## src/rtl/axi4_lite_pkg.sv

```systemverilog
// Shared types for the AXI4-Lite master: response codes and master FSM states.
package axi4_lite_pkg;

  typedef enum logic [1:0] {
    OKAY   = 2'b00,
    EXOKAY = 2'b01,
    SLVERR = 2'b10,
    DECERR = 2'b11
  } resp_t;

  typedef enum logic [2:0] {
    IDLE,
    WR_ADDR_DATA,
    WR_RESP,
    RD_ADDR,
    RD_DATA,
    RSP
  } mst_state_t;

endpackage

```

## src/rtl/axi4_lite_master.sv

```systemverilog
// AXI4-Lite initiator: one local command in, one AXI transaction out, one response back.
// All AXI and response outputs come straight from flops.
//
// state        | meaning
// IDLE         | cmd_ready=1, waiting for a command
// WR_ADDR_DATA | awvalid/wvalid up, each dropped after its own ready
// WR_RESP      | bready=1, waiting for bvalid
// RD_ADDR      | arvalid up, waiting for arready
// RD_DATA      | rready=1, waiting for rvalid
// RSP          | rsp_valid=1, held until rsp_ready
module axi4_lite_master
  import axi4_lite_pkg::*;
#(
  parameter int          ADDR_WIDTH = 32,
  parameter int          DATA_WIDTH = 32,
  parameter logic [2:0]  PROT       = 3'b000,
  parameter int          LAT_WIDTH  = 16
) (
  input  logic                    clk,
  input  logic                    rst,

  input  logic                    cmd_valid,
  output logic                    cmd_ready,
  input  logic                    cmd_write,
  input  logic [ADDR_WIDTH-1:0]   cmd_addr,
  input  logic [DATA_WIDTH-1:0]   cmd_wdata,
  input  logic [DATA_WIDTH/8-1:0] cmd_wstrb,

  output logic                    rsp_valid,
  input  logic                    rsp_ready,
  output logic [1:0]              rsp_resp,
  output logic [DATA_WIDTH-1:0]   rsp_rdata,
  output logic [LAT_WIDTH-1:0]    rsp_latency,

  output logic [ADDR_WIDTH-1:0]   awaddr,
  output logic [2:0]              awprot,
  output logic                    awvalid,
  input  logic                    awready,

  output logic [DATA_WIDTH-1:0]   wdata,
  output logic [DATA_WIDTH/8-1:0] wstrb,
  output logic                    wvalid,
  input  logic                    wready,

  input  logic [1:0]              bresp,
  input  logic                    bvalid,
  output logic                    bready,

  output logic [ADDR_WIDTH-1:0]   araddr,
  output logic [2:0]              arprot,
  output logic                    arvalid,
  input  logic                    arready,

  input  logic [DATA_WIDTH-1:0]   rdata,
  input  logic [1:0]              rresp,
  input  logic                    rvalid,
  output logic                    rready
);

  localparam int STRB_WIDTH = DATA_WIDTH / 8;

  mst_state_t state_q, state_d;

  logic [LAT_WIDTH-1:0]  lat_q, lat_d, lat_inc;
  logic                  cmd_ready_d;
  logic [ADDR_WIDTH-1:0] awaddr_d, araddr_d;
  logic                  awvalid_d, wvalid_d, bready_d, arvalid_d, rready_d;
  logic [DATA_WIDTH-1:0] wdata_d;
  logic [STRB_WIDTH-1:0] wstrb_d;
  logic                  rsp_valid_d;
  logic [1:0]            rsp_resp_d;
  logic [DATA_WIDTH-1:0] rsp_rdata_d;
  logic [LAT_WIDTH-1:0]  rsp_latency_d;

  assign awprot  = PROT;
  assign arprot  = PROT;
  assign lat_inc = (&lat_q) ? lat_q : lat_q + LAT_WIDTH'(1);

  always_comb begin
    state_d       = state_q;
    lat_d         = lat_q;
    awaddr_d      = awaddr;
    awvalid_d     = awvalid;
    wdata_d       = wdata;
    wstrb_d       = wstrb;
    wvalid_d      = wvalid;
    bready_d      = bready;
    araddr_d      = araddr;
    arvalid_d     = arvalid;
    rready_d      = rready;
    rsp_valid_d   = rsp_valid;
    rsp_resp_d    = rsp_resp;
    rsp_rdata_d   = rsp_rdata;
    rsp_latency_d = rsp_latency;

    case (state_q)
      IDLE: begin
        if (cmd_valid && cmd_ready) begin
          lat_d = '0;
          if (cmd_write) begin
            state_d   = WR_ADDR_DATA;
            awaddr_d  = cmd_addr;
            wdata_d   = cmd_wdata;
            wstrb_d   = cmd_wstrb;
            awvalid_d = 1'b1;
            wvalid_d  = 1'b1;
          end else begin
            state_d   = RD_ADDR;
            araddr_d  = cmd_addr;
            arvalid_d = 1'b1;
          end
        end
      end

      // A channel already done has its valid low, so it no longer gates the exit.
      WR_ADDR_DATA: begin
        lat_d = lat_inc;
        if (awready) awvalid_d = 1'b0;
        if (wready)  wvalid_d  = 1'b0;
        if ((!awvalid || awready) && (!wvalid || wready)) begin
          state_d  = WR_RESP;
          bready_d = 1'b1;
        end
      end

      WR_RESP: begin
        lat_d = lat_inc;
        if (bvalid) begin
          state_d       = RSP;
          bready_d      = 1'b0;
          rsp_valid_d   = 1'b1;
          rsp_resp_d    = bresp;
          rsp_rdata_d   = '0;
          rsp_latency_d = lat_inc;
        end
      end

      RD_ADDR: begin
        lat_d = lat_inc;
        if (arready) begin
          state_d   = RD_DATA;
          arvalid_d = 1'b0;
          rready_d  = 1'b1;
        end
      end

      RD_DATA: begin
        lat_d = lat_inc;
        if (rvalid) begin
          state_d       = RSP;
          rready_d      = 1'b0;
          rsp_valid_d   = 1'b1;
          rsp_resp_d    = rresp;
          rsp_rdata_d   = rdata;
          rsp_latency_d = lat_inc;
        end
      end

      RSP: begin
        if (rsp_ready) begin
          state_d     = IDLE;
          rsp_valid_d = 1'b0;
        end
      end

      default: state_d = IDLE;
    endcase

    cmd_ready_d = (state_d == IDLE);
  end

  always_ff @(posedge clk) begin
    if (rst) begin
      state_q     <= IDLE;
      lat_q       <= '0;
      cmd_ready   <= 1'b1;
      awaddr      <= '0;
      awvalid     <= 1'b0;
      wdata       <= '0;
      wstrb       <= '0;
      wvalid      <= 1'b0;
      bready      <= 1'b0;
      araddr      <= '0;
      arvalid     <= 1'b0;
      rready      <= 1'b0;
      rsp_valid   <= 1'b0;
      rsp_resp    <= OKAY;
      rsp_rdata   <= '0;
      rsp_latency <= '0;
    end else begin
      state_q     <= state_d;
      lat_q       <= lat_d;
      cmd_ready   <= cmd_ready_d;
      awaddr      <= awaddr_d;
      awvalid     <= awvalid_d;
      wdata       <= wdata_d;
      wstrb       <= wstrb_d;
      wvalid      <= wvalid_d;
      bready      <= bready_d;
      araddr      <= araddr_d;
      arvalid     <= arvalid_d;
      rready      <= rready_d;
      rsp_valid   <= rsp_valid_d;
      rsp_resp    <= rsp_resp_d;
      rsp_rdata   <= rsp_rdata_d;
      rsp_latency <= rsp_latency_d;
    end
  end

endmodule

```

## config.mk

```make
export PLATFORM = sky130hd
export DESIGN_NAME = axi4_lite_master
export DESIGN_NICKNAME = d
export VERILOG_FILES = /design/src/rtl/axi4_lite_pkg.sv /design/src/rtl/axi4_lite_master.sv
export SDC_FILE = /design/constraint.sdc
export NUM_CORES = 1
export LEC_CHECK = 0
export BUFFER_PORTS_ARGS = -buffer_cell sky130_fd_sc_hd__buf_2
export CAP_MARGIN = 20
export CORE_ASPECT_RATIO = 0.9
export CORE_MARGIN = 2
export CORE_UTILIZATION = 52
export DETAILED_ROUTE_END_ITERATION = 7
export PLACE_DENSITY = 0.83
export SLEW_MARGIN = 20
export SYNTH_ARGS = -nofsm -noshare
export SYNTH_HDL_FRONTEND = slang
export SYNTH_SLANG_ARGS = --single-unit
```

## constraint.sdc

```tcl
create_clock -name clk -period 4.01 [get_ports clk]
set_input_delay 1.0025 -clock clk [delete_from_list [all_inputs] [get_ports clk]]
set_output_delay 1.0025 -clock clk [all_outputs]
set_load 0.01 [all_outputs]
```

==> impl_summary.txt, run 1 <==
----------------------------------------------------
[Layout]
  Number of antenna diodes ... 0
  Area growth from synthesis to layout ... 27.3%
  Most frequent cells in the layout ... 269 x sky130_fd_sc_hd__buf_2, 227 x sky130_fd_sc_hd__nand2_1, 176 x sky130_fd_sc_hd__dfxtp_1, 122 x sky130_fd_sc_hd__a21oi_1, 45 x sky130_fd_sc_hd__nor2_1
  FILL cells ... 1,072
  Area used by multi-input combinational logic ... 3010 um2
  Finished Layout Cells ... 1,253
  Post-layout instance area ... 8810 um2
  Net total in the final layout ... 1,191
  Most frequent standard cell in the layout excluding fill and tap cells ... sky130_fd_sc_hd__buf_2
  Fraction of final layout cells with drive strength greater than 1 ... 29.7%
  Register area ... 3520 um2

[Global route]
  GRT met1 Usage ... 31.5%
  Met3 global-route usage ... 7.65%
  Global Route Usage Sum ... 26.7%
  Initial antenna violation count ... 0
  Wire length of the first global-routing pass ... 31.0 mm
  Met2 demand-to-capacity share in global routing ... 46.5%
  Total congestion overflow after global routing ... 0
  Most used routing layer ... met2
  Pin count of the biggest net entering global routing ... 68
  Via count of the first global-routing pass ... 6,328

[Setup path]
  Reg-to-reg critical path startpoint ... state_q[1]$_SDFF_PP0_
  Startpoint-to-endpoint class of the critical path ... register to register
  Endpoint of the most critical setup path ... wdata[16]$_SDFFE_PP0P_
  Peak per-stage delay on the critical path ... 0.66 ns
  Maximum net fanout on the critical path ... 40
  Setup crit end kind ... register
  Launching element type of the critical path ... register
  Ordered cell list for the critical path ... nor3_4 -> and4_2 -> buf_4 -> nand2_1 -> a21oi_1
  Reg2Reg Setup Slack ... 1.57 ns
  Critical Path Stages ... 5
  Reg2Reg Depth ... 5
  Timing startpoint of the critical path ... state_q[1]$_SDFF_PP0_
  Arrival time reported for the critical path endpoint ... 2.79 ns
  Required @ worst endpoint ... 4.36 ns
  Buffer and inverter count on the worst path ... 1
  CP top delay family ... simple AND/OR/NAND/NOR gates
  Worst R2R End ... wdata[16]$_SDFFE_PP0P_
  CP max stage cell ... sky130_fd_sc_hd__and4_2

[Yosys]
  Distinct cell type count after synthesis ... 65
  Number of flops mapped to enable cells by yosys ... 0
  Sequential share of the synthesized area ... 50.9%
  Fraction of synthesis flops using an asynchronous set or reset pin ... 0%
  Yosys warnings ... 0
  Main area contributors after synthesis ... sky130_fd_sc_hd__dfxtp_1 51%, sky130_fd_sc_hd__nand2_1 12%, sky130_fd_sc_hd__a21oi_1 8.8%
  Post-Synthesis Cells ... 844
  Netlist Area Pre-Place ... 6920 um2
  Total of flip-flops plus latches after synthesis ... 176
  Portion of synthesized cell area occupied by the leading cell type ... 50.9%
  Prevailing post-synth register cell ... sky130_fd_sc_hd__dfxtp_1
  Cell taking the most area after synthesis ... sky130_fd_sc_hd__dfxtp_1
  Mean instance size in the synthesized netlist ... 8.20 um2

[Placement]
  Worst slack at placement ... 1.31 ns
  Cell area after placement ... 8250 um2
  Number of placed instances with taps included ... 1,221
  Placer Congestion ... 0.910
  Count of buffers from port buffering ... 270
  Final HPWL from detailed placement ... 14.0 mm

[STA]
  Worst-case hold slack ... 0.452 ns
  Final slew viol count ... 0
  RSZ-0062 raised after global routing ... no
  Post-route worst setup slack ... 1.57 ns
  Final clock period utilization by the worst path ... 60.8%
  Total negative slack for setup checks ... 0 ns
  Tmin final ... 2.44 ns
  Final hold violations ... 0
  Final setup skew ... 0.00921 ns
  Slew headroom ... 36.0%
  Slew at the pin with the worst max-slew slack ... 0.961 ns
  Max Fclk ... 410 MHz
  Final number of setup-violating endpoints ... 0

[Clock network]
  Worst skew pair latency ... 0.42 ns
  Maximum clock path buffer count ... 2
  Num CTS Buffers ... 17
  TritonCTS clock tree ... done
  Number of buffers inserted by hold repair at cts ... 0
  CTS Root Buffer Type ... sky130_fd_sc_hd__clkbuf_16
  Clock transition at the register clock pins on the worst setup and hold paths after CTS ... 0.06 ns
  Resized Gates After CTS ... 0
  # Post-CTS Setup Buffers ... 0
  Maximum level of the CTS H-tree ... 4
  Sinks on the clock net ... 176

[Route]
  Vias per std cell ... 5.58
  Iteration count of the initial detailed-routing pass ... 5
  Post-detailed-route DRC marker count ... 0
  WL/cell ... 15.9 um
  Wire length reported by the detailed router ... 19.9 mm
  Total number of vias ... 6,997
  Number of routed nets with antenna violations ... 0
  Violation count after the first detailed-route iteration ... 491

[Die]
  Standard-cell rows ... 39
  Die area ... 14,300 um2
  Die Y-Extent ... 113 um
  Floorplan core area ... 12,800 um2
  Count of pins on the block boundary ... 277
  Starting density of the core ... 53.9%
  Chip width ... 126 um

[Worst hold path]
  Class of the worst hold path ... register to register
  Hold wc startpoint ... wdata[6]$_SDFFE_PP0P_

[Pwr]
  Power per unit of standard cell area ... 545 nW/um2
  Reported leakage power ... 0.00382 uW
  Maximum vdd ir drop ... 0.000350 V

[Run status]
  Run status ... completed

[Run]
  Max-capacitance violation count ... 0

----------------------------------------------------
report_power, final:
| part | switching [uW] | leakage [uW] | internal [uW] |
|---|---|---|---|
| Sequential | 157 | 0.00143 | 1950 |
| Combinational | 716 | 0.00211 | 413 |
| Clock | 683 | 0.000279 | 888 |
| Total | 1560 | 0.00382 | 3250 |
sequential cells by signal, indices dropped and copies added (netlist names), 2 cells and up:
signal       cells
wdata           32
rsp_latency     16
rsp_resp         2
araddr          32
wstrb            4
lat_q           16
awaddr          32
rsp_rdata       32
state_q          3
synthesized netlist by cell type (4+ instances only):
| cell | n |
|---|---|
| sky130_fd_sc_hd__and4_1 | 5 |
| sky130_fd_sc_hd__nand2_1 | 227 |
| sky130_fd_sc_hd__a21o_1 | 4 |
| sky130_fd_sc_hd__a311oi_1 | 5 |
| sky130_fd_sc_hd__o211ai_1 | 8 |
| sky130_fd_sc_hd__nor2_1 | 45 |
| sky130_fd_sc_hd__clkbuf_1 | 36 |
| sky130_fd_sc_hd__nand4_1 | 7 |
| sky130_fd_sc_hd__nor3_1 | 4 |
| sky130_fd_sc_hd__buf_4 | 9 |
| sky130_fd_sc_hd__buf_2 | 24 |
| sky130_fd_sc_hd__a31oi_1 | 13 |
| sky130_fd_sc_hd__dfxtp_1 | 176 |
| sky130_fd_sc_hd__a22oi_1 | 33 |
| sky130_fd_sc_hd__nand3_1 | 15 |
| sky130_fd_sc_hd__o21ai_0 | 16 |
| sky130_fd_sc_hd__a21oi_1 | 122 |
| sky130_fd_sc_hd__nor4_1 | 6 |
| sky130_fd_sc_hd__inv_1 | 17 |
| sky130_fd_sc_hd__o21ai_1 | 4 |
worst register-to-register path, cell delays in order (launching register included):
cell	delay, ns
sky130_fd_sc_hd__dfxtp_1	0.49
sky130_fd_sc_hd__nor3_4	0.44
sky130_fd_sc_hd__and4_2	0.66
sky130_fd_sc_hd__buf_4	0.48
sky130_fd_sc_hd__nand2_1	0.15
sky130_fd_sc_hd__a21oi_1	0.15
per-stage QoR:
| stage | util, % | power, uW |
|---|---|---|
| after floorplan | - | 2850 |
| after global placement | 64.3 | 3230 |
| after detailed placement | 64.3 | 3260 |
| after CTS | 68.6 | 4820 |
| after global routing | 68.6 | 5050 |
| final | 68.6 | 4800 |
routing by layer:
layer | vias to the layer above | share of wire (%)
li1 | 3383 | -
met1 | 3234 | 40
met2 | 336 | 48
met3 | 44 | 8.6
met4 | 0 | 2.9
met5 | - | 0
kinds of logic after synthesis:
kind of cell               share of synthesized area (%)
adders and majority gates                          0.181
xor gates and xnor gates                           0.380
AOI/OAI and AO/OA                                   21.3
and+or+nand+nor                                     21.0
DFF                                                 50.9
buffers and inverters                               5.87
muxes                                              0.289
other                                             0.0542
layout make-up:
cell class | instances | share of cell area [%]
Sequential cell | 176 | 40.0
Multi-Input combinational cell | 584 | 34.2
Timing Repair Buffer | 280 | 16.4
Clock buffer | 19 | 5.14
Tap cell | 164 | 2.33
Clock inverter | 13 | 1.25
Inverter | 17 | 0.724
how the worst min path moves through the flow:
stage | endpoint | slack [ns] | cells past startpoint
2_1_floorplan | lat_q[6]$_SDFFE_PP0P_ | 0.47 | 2
4_1_cts | araddr[22]$_SDFFE_PP0P_ | 0.45 | 2
5_1_grt | wdata[14]$_SDFFE_PP0P_ | 0.47 | 2
3_5_place_dp | araddr[22]$_SDFFE_PP0P_ | 0.44 | 2
3_3_place_gp | awaddr[26]$_SDFFE_PP0P_ | 0.44 | 2
6_report | wdata[6]$_SDFFE_PP0P_ | 0.45 | 2
(Power assumes the default switching activity.)
==> inputs of run 2 (changes only) <==
--- a/config.mk
+++ b/config.mk
@@ -9,9 +9,9 @@
 export CAP_MARGIN = 20
 export CORE_ASPECT_RATIO = 0.9
 export CORE_MARGIN = 2
-export CORE_UTILIZATION = 52
+export CORE_UTILIZATION = 48
 export DETAILED_ROUTE_END_ITERATION = 7
-export PLACE_DENSITY = 0.83
+export PLACE_DENSITY = 0.77
 export SLEW_MARGIN = 20
 export SYNTH_ARGS = -nofsm -noshare
 export SYNTH_HDL_FRONTEND = slang
==> constraint.sdc (replaced) <==
create_clock -name clk -period 2.55 [get_ports clk]
set_input_delay 0.6375 -clock clk [delete_from_list [all_inputs] [get_ports clk]]
set_output_delay 0.6375 -clock clk [all_outputs]
set_load 0.01 [all_outputs]
==> run 2 against run 1 <==
Global-route usage down 2.1 points. First-iteration DRC count decreased by 10%. Sequential power is 56% higher. Clock-buffer cell count down 2. Fmax increased by 13%. Hold slack got worse by 0.0013 ns. Critical path depth did not move. Non-clock buffer count grew 5. Design area up 1.7%. Clock power rose by 71%. Register-to-register slack got worse by 1.2 ns. Critical endpoint is now lat_q[1]$_SDFFE_PP0P_. Largest cell class unchanged. Highest routed layer unchanged.
==> impl_summary.txt, run 2 (synthesis results as in run 1) <==
----------------------------------------------------
[Route]
  Post-detailed-route DRC marker count ... 0 (unchanged)
  Violation count after the first detailed-route iteration ... 440 (was 491)
  Wire length reported by the detailed router ... 19.6 mm (was 19.9 mm)
  WL/cell ... 15.2 um (was 15.9 um)
  Vias per std cell ... 5.30 (was 5.58)
  Met2 layer wire length in the routed design ... 9.38 mm (was 9.65 mm)
  Iteration count of the initial detailed-routing pass ... 5 (unchanged)
  Number of routed nets with antenna violations ... 0 (unchanged)
  Total length of routed met3 wires ... 1.58 mm (was 1.71 mm)
  Total number of vias ... 6,821 (was 6,997)
  M1 wire length ... 8.32 mm (was 7.97 mm)
  Max layer used ... met4 (unchanged)

[STA]
  Final setup skew ... 0.00839 ns (was 0.00921 ns)
  Slew headroom ... 52.6% (was 36.0%)
  Max Fclk ... 464 MHz (was 410 MHz)
  Final hold violations ... 0 (unchanged)
  Final clock period utilization by the worst path ... 84.6% (was 60.8%)
  Final number of setup-violating endpoints ... 0 (unchanged)
  Tmin final ... 2.16 ns (was 2.44 ns)
  Total negative slack for setup checks ... 0 ns (unchanged)
  Final slew viol count ... 0 (unchanged)
  RSZ-0062 raised after global routing ... no (unchanged)
  Slew at the pin with the worst max-slew slack ... 0.704 ns (was 0.961 ns)

[Clock network]
  Maximum clock path buffer count ... 2 (unchanged)
  TritonCTS clock tree ... done (unchanged)
  CTS Root Buffer Type ... sky130_fd_sc_hd__clkbuf_16 (unchanged)
  Sinks on the clock net ... 176 (unchanged)
  Number of buffers inserted by hold repair at cts ... 0 (unchanged)
  Worst skew pair latency ... 0.41 ns (was 0.42 ns)
  Maximum level of the CTS H-tree ... 4 (unchanged)
  Num CTS Buffers ... 17 (unchanged)
  Resized Gates After CTS ... 0 (unchanged)
  Clock transition at the register clock pins on the worst setup and hold paths after CTS ... 0.06 ns (about the same)
  # Post-CTS Setup Buffers ... 0 (unchanged)

[Layout]
  Most frequent standard cell in the layout excluding fill and tap cells ... sky130_fd_sc_hd__buf_2 (unchanged)
  Post-layout instance area ... 8960 um2 (was 8810 um2)
  Fraction of final layout cells with drive strength greater than 1 ... 30.0% (was 29.7%)
  FILL cells ... 1,281 (was 1,072)
  Area growth from synthesis to layout ... 29.4% (was 27.3%)
  Net total in the final layout ... 1,196 (was 1,191)
  Most frequent cells in the layout ... 269 x sky130_fd_sc_hd__buf_2, 227 x sky130_fd_sc_hd__nand2_1, 176 x sky130_fd_sc_hd__dfxtp_1, 122 x sky130_fd_sc_hd__a21oi_1, 45 x sky130_fd_sc_hd__nor2_1 (unchanged)

[Die]
  Floorplan core area ... 14,100 um2 (was 12,800 um2)
  Starting density of the core ... 49.3% (was 53.9%)
  Die Y-Extent ... 118 um (was 113 um)
  Chip width ... 131 um (was 126 um)
  Count of pins on the block boundary ... 277 (unchanged)
  Die area ... 15,400 um2 (was 14,300 um2)
  Standard-cell rows ... 41 (was 39)

[Global route]
  Wire length of the first global-routing pass ... 30.5 mm (was 31.0 mm)
  Global Route Usage Sum ... 24.6% (was 26.7%)
  Initial antenna violation count ... 1 (was 0)
  Pin count of the biggest net entering global routing ... 71 (was 68)
  Total congestion overflow after global routing ... 0 (unchanged)
  Via count of the first global-routing pass ... 6,197 (was 6,328)

[Worst hold path]
  Number of cells on the worst hold path ... 2 (unchanged)
  Hold wc startpoint ... awaddr[25]$_SDFFE_PP0P_ (was wdata[6]$_SDFFE_PP0P_)
  Class of the worst hold path ... register to register (unchanged)
  Hold EP ... awaddr[25]$_SDFFE_PP0P_ (was wdata[6]$_SDFFE_PP0P_)

[Setup path]
  Reg2Reg Setup Slack ... 0.39 ns (was 1.57 ns)
  Launching element type of the critical path ... register (unchanged)
  Arrival time reported for the critical path endpoint ... 2.48 ns (was 2.79 ns)
  Peak per-stage delay on the critical path ... 0.67 ns (was 0.66 ns)
  Reg-to-reg critical path startpoint ... lat_q[0]$_SDFFE_PP0P_ (was state_q[1]$_SDFF_PP0_)
  Ordered cell list for the critical path ... ha_1 -> nand3_2 -> nor4_4 -> a21oi_2 -> o32ai_1 (was nor3_4 -> and4_2 -> buf_4 -> nand2_1 -> a21oi_1)
  Reg2Reg Depth ... 5 (unchanged)
  Worst R2R End ... lat_q[1]$_SDFFE_PP0P_ (was wdata[16]$_SDFFE_PP0P_)
  Setup crit end kind ... register (unchanged)
  CP max stage cell ... sky130_fd_sc_hd__nor4_4 (was sky130_fd_sc_hd__and4_2)
  Maximum net fanout on the critical path ... 12 (was 40)
  Required @ worst endpoint ... 2.87 ns (was 4.36 ns)
  Startpoint-to-endpoint class of the critical path ... register to register (unchanged)

[Run]
  Max-capacitance violation count ... 0 (unchanged)

[Placement]
  Count of buffers from port buffering ... 270 (unchanged)
  Final HPWL from detailed placement ... 13.4 mm (was 14.0 mm)
  Cell area after placement ... 8350 um2 (was 8250 um2)
  Placer Congestion ... 0.843 (was 0.910)

[Run status]
  Run status ... completed (unchanged)

[Pwr]
  Reported leakage power ... 0.00386 uW (was 0.00382 uW)
  Maximum vdd ir drop ... 0.000599 V (was 0.000350 V)
  Power per unit of standard cell area ... 870 nW/um2 (was 545 nW/um2)

----------------------------------------------------
## run 2: cell count changes in the layout (fill, tap and decap cells not counted), sizes merged
cell / before / now
inv: 20 / 21
clkinvlp: 2 / 4
buf: 280 / 285
clkinv: 7 / 4
bufinv: 1 / 3
diode: 0 / 1
clkbuf: 19 / 17
## run 2: layout make-up
class	count	area (um2)	area share [%]
Clock inverter	15	184	2.05
Inverter	17	63.8	0.712
Timing Repair Buffer	285	1500	16.8
Multi-Input combinational cell	584	3010	33.6
Clock buffer	17	425	4.75
Sequential cell	176	3520	39.3
Antenna cell	1	2.50	0.0279
Tap cell	193	241	2.70
## run 2: through the flow
step / power (uW) / setup WS [ns] / instances / utilization (%) / hold slack (ns)
2_1_floorplan: 4480 / 0.775 / 849 / - / 0.471
3_3_place_gp: 5140 / 0.511 / 1255 / 59.4 / 0.437
3_5_place_dp: 5180 / 0.438 / 1255 / 59.4 / 0.443
4_1_cts: 7850 / 0.434 / 1287 / 63.7 / 0.432
5_1_grt: 8200 / 0.237 / 1288 / 63.7 / 0.435
6_report: 7800 / 0.393 / 1288 / 63.7 / 0.451
## run 2: how the worst max path moves through the flow
| stage | startpoint | endpoint | slack [ns] |
|---|---|---|---|
| 2_1_floorplan | lat_q[0]$_SDFFE_PP0P_ | lat_q[1]$_SDFFE_PP0P_ | 0.77 |
| 4_1_cts | lat_q[0]$_SDFFE_PP0P_ | lat_q[10]$_SDFFE_PP0P_ | 0.43 |
| 3_5_place_dp | lat_q[0]$_SDFFE_PP0P_ | lat_q[10]$_SDFFE_PP0P_ | 0.44 |
| 3_3_place_gp | lat_q[0]$_SDFFE_PP0P_ | lat_q[1]$_SDFFE_PP0P_ | 0.51 |
| 5_1_grt | lat_q[0]$_SDFFE_PP0P_ | rsp_latency[4]$_SDFFE_PP0P_ | 0.24 |
| 6_report | lat_q[0]$_SDFFE_PP0P_ | lat_q[1]$_SDFFE_PP0P_ | 0.39 |
## run 2: layer usage
layer  track usage (%)  up-vias
li1                  -     3389
met1              30.6     3139
met2              41.0      274
met3              6.59       19
met4              8.58        0
met5                 0        -
## run 2: power by group
part / switching [uW] / total (uW) / internal (uW)
Combinational: 1150 / 1840 / 688
Clock: 1120 / 2680 / 1560
Sequential: 221 / 3280 / 3060
## run 2: worst max-delay path, delay by kind of cell (launching register included)
family,cells,cell delay (ns)
flip-flops,1,0.46
AND/OR/NAND/NOR,2,0.94
AO/OA/AOI/OAI,2,0.37
adder cells (fa/ha/maj),1,0.29
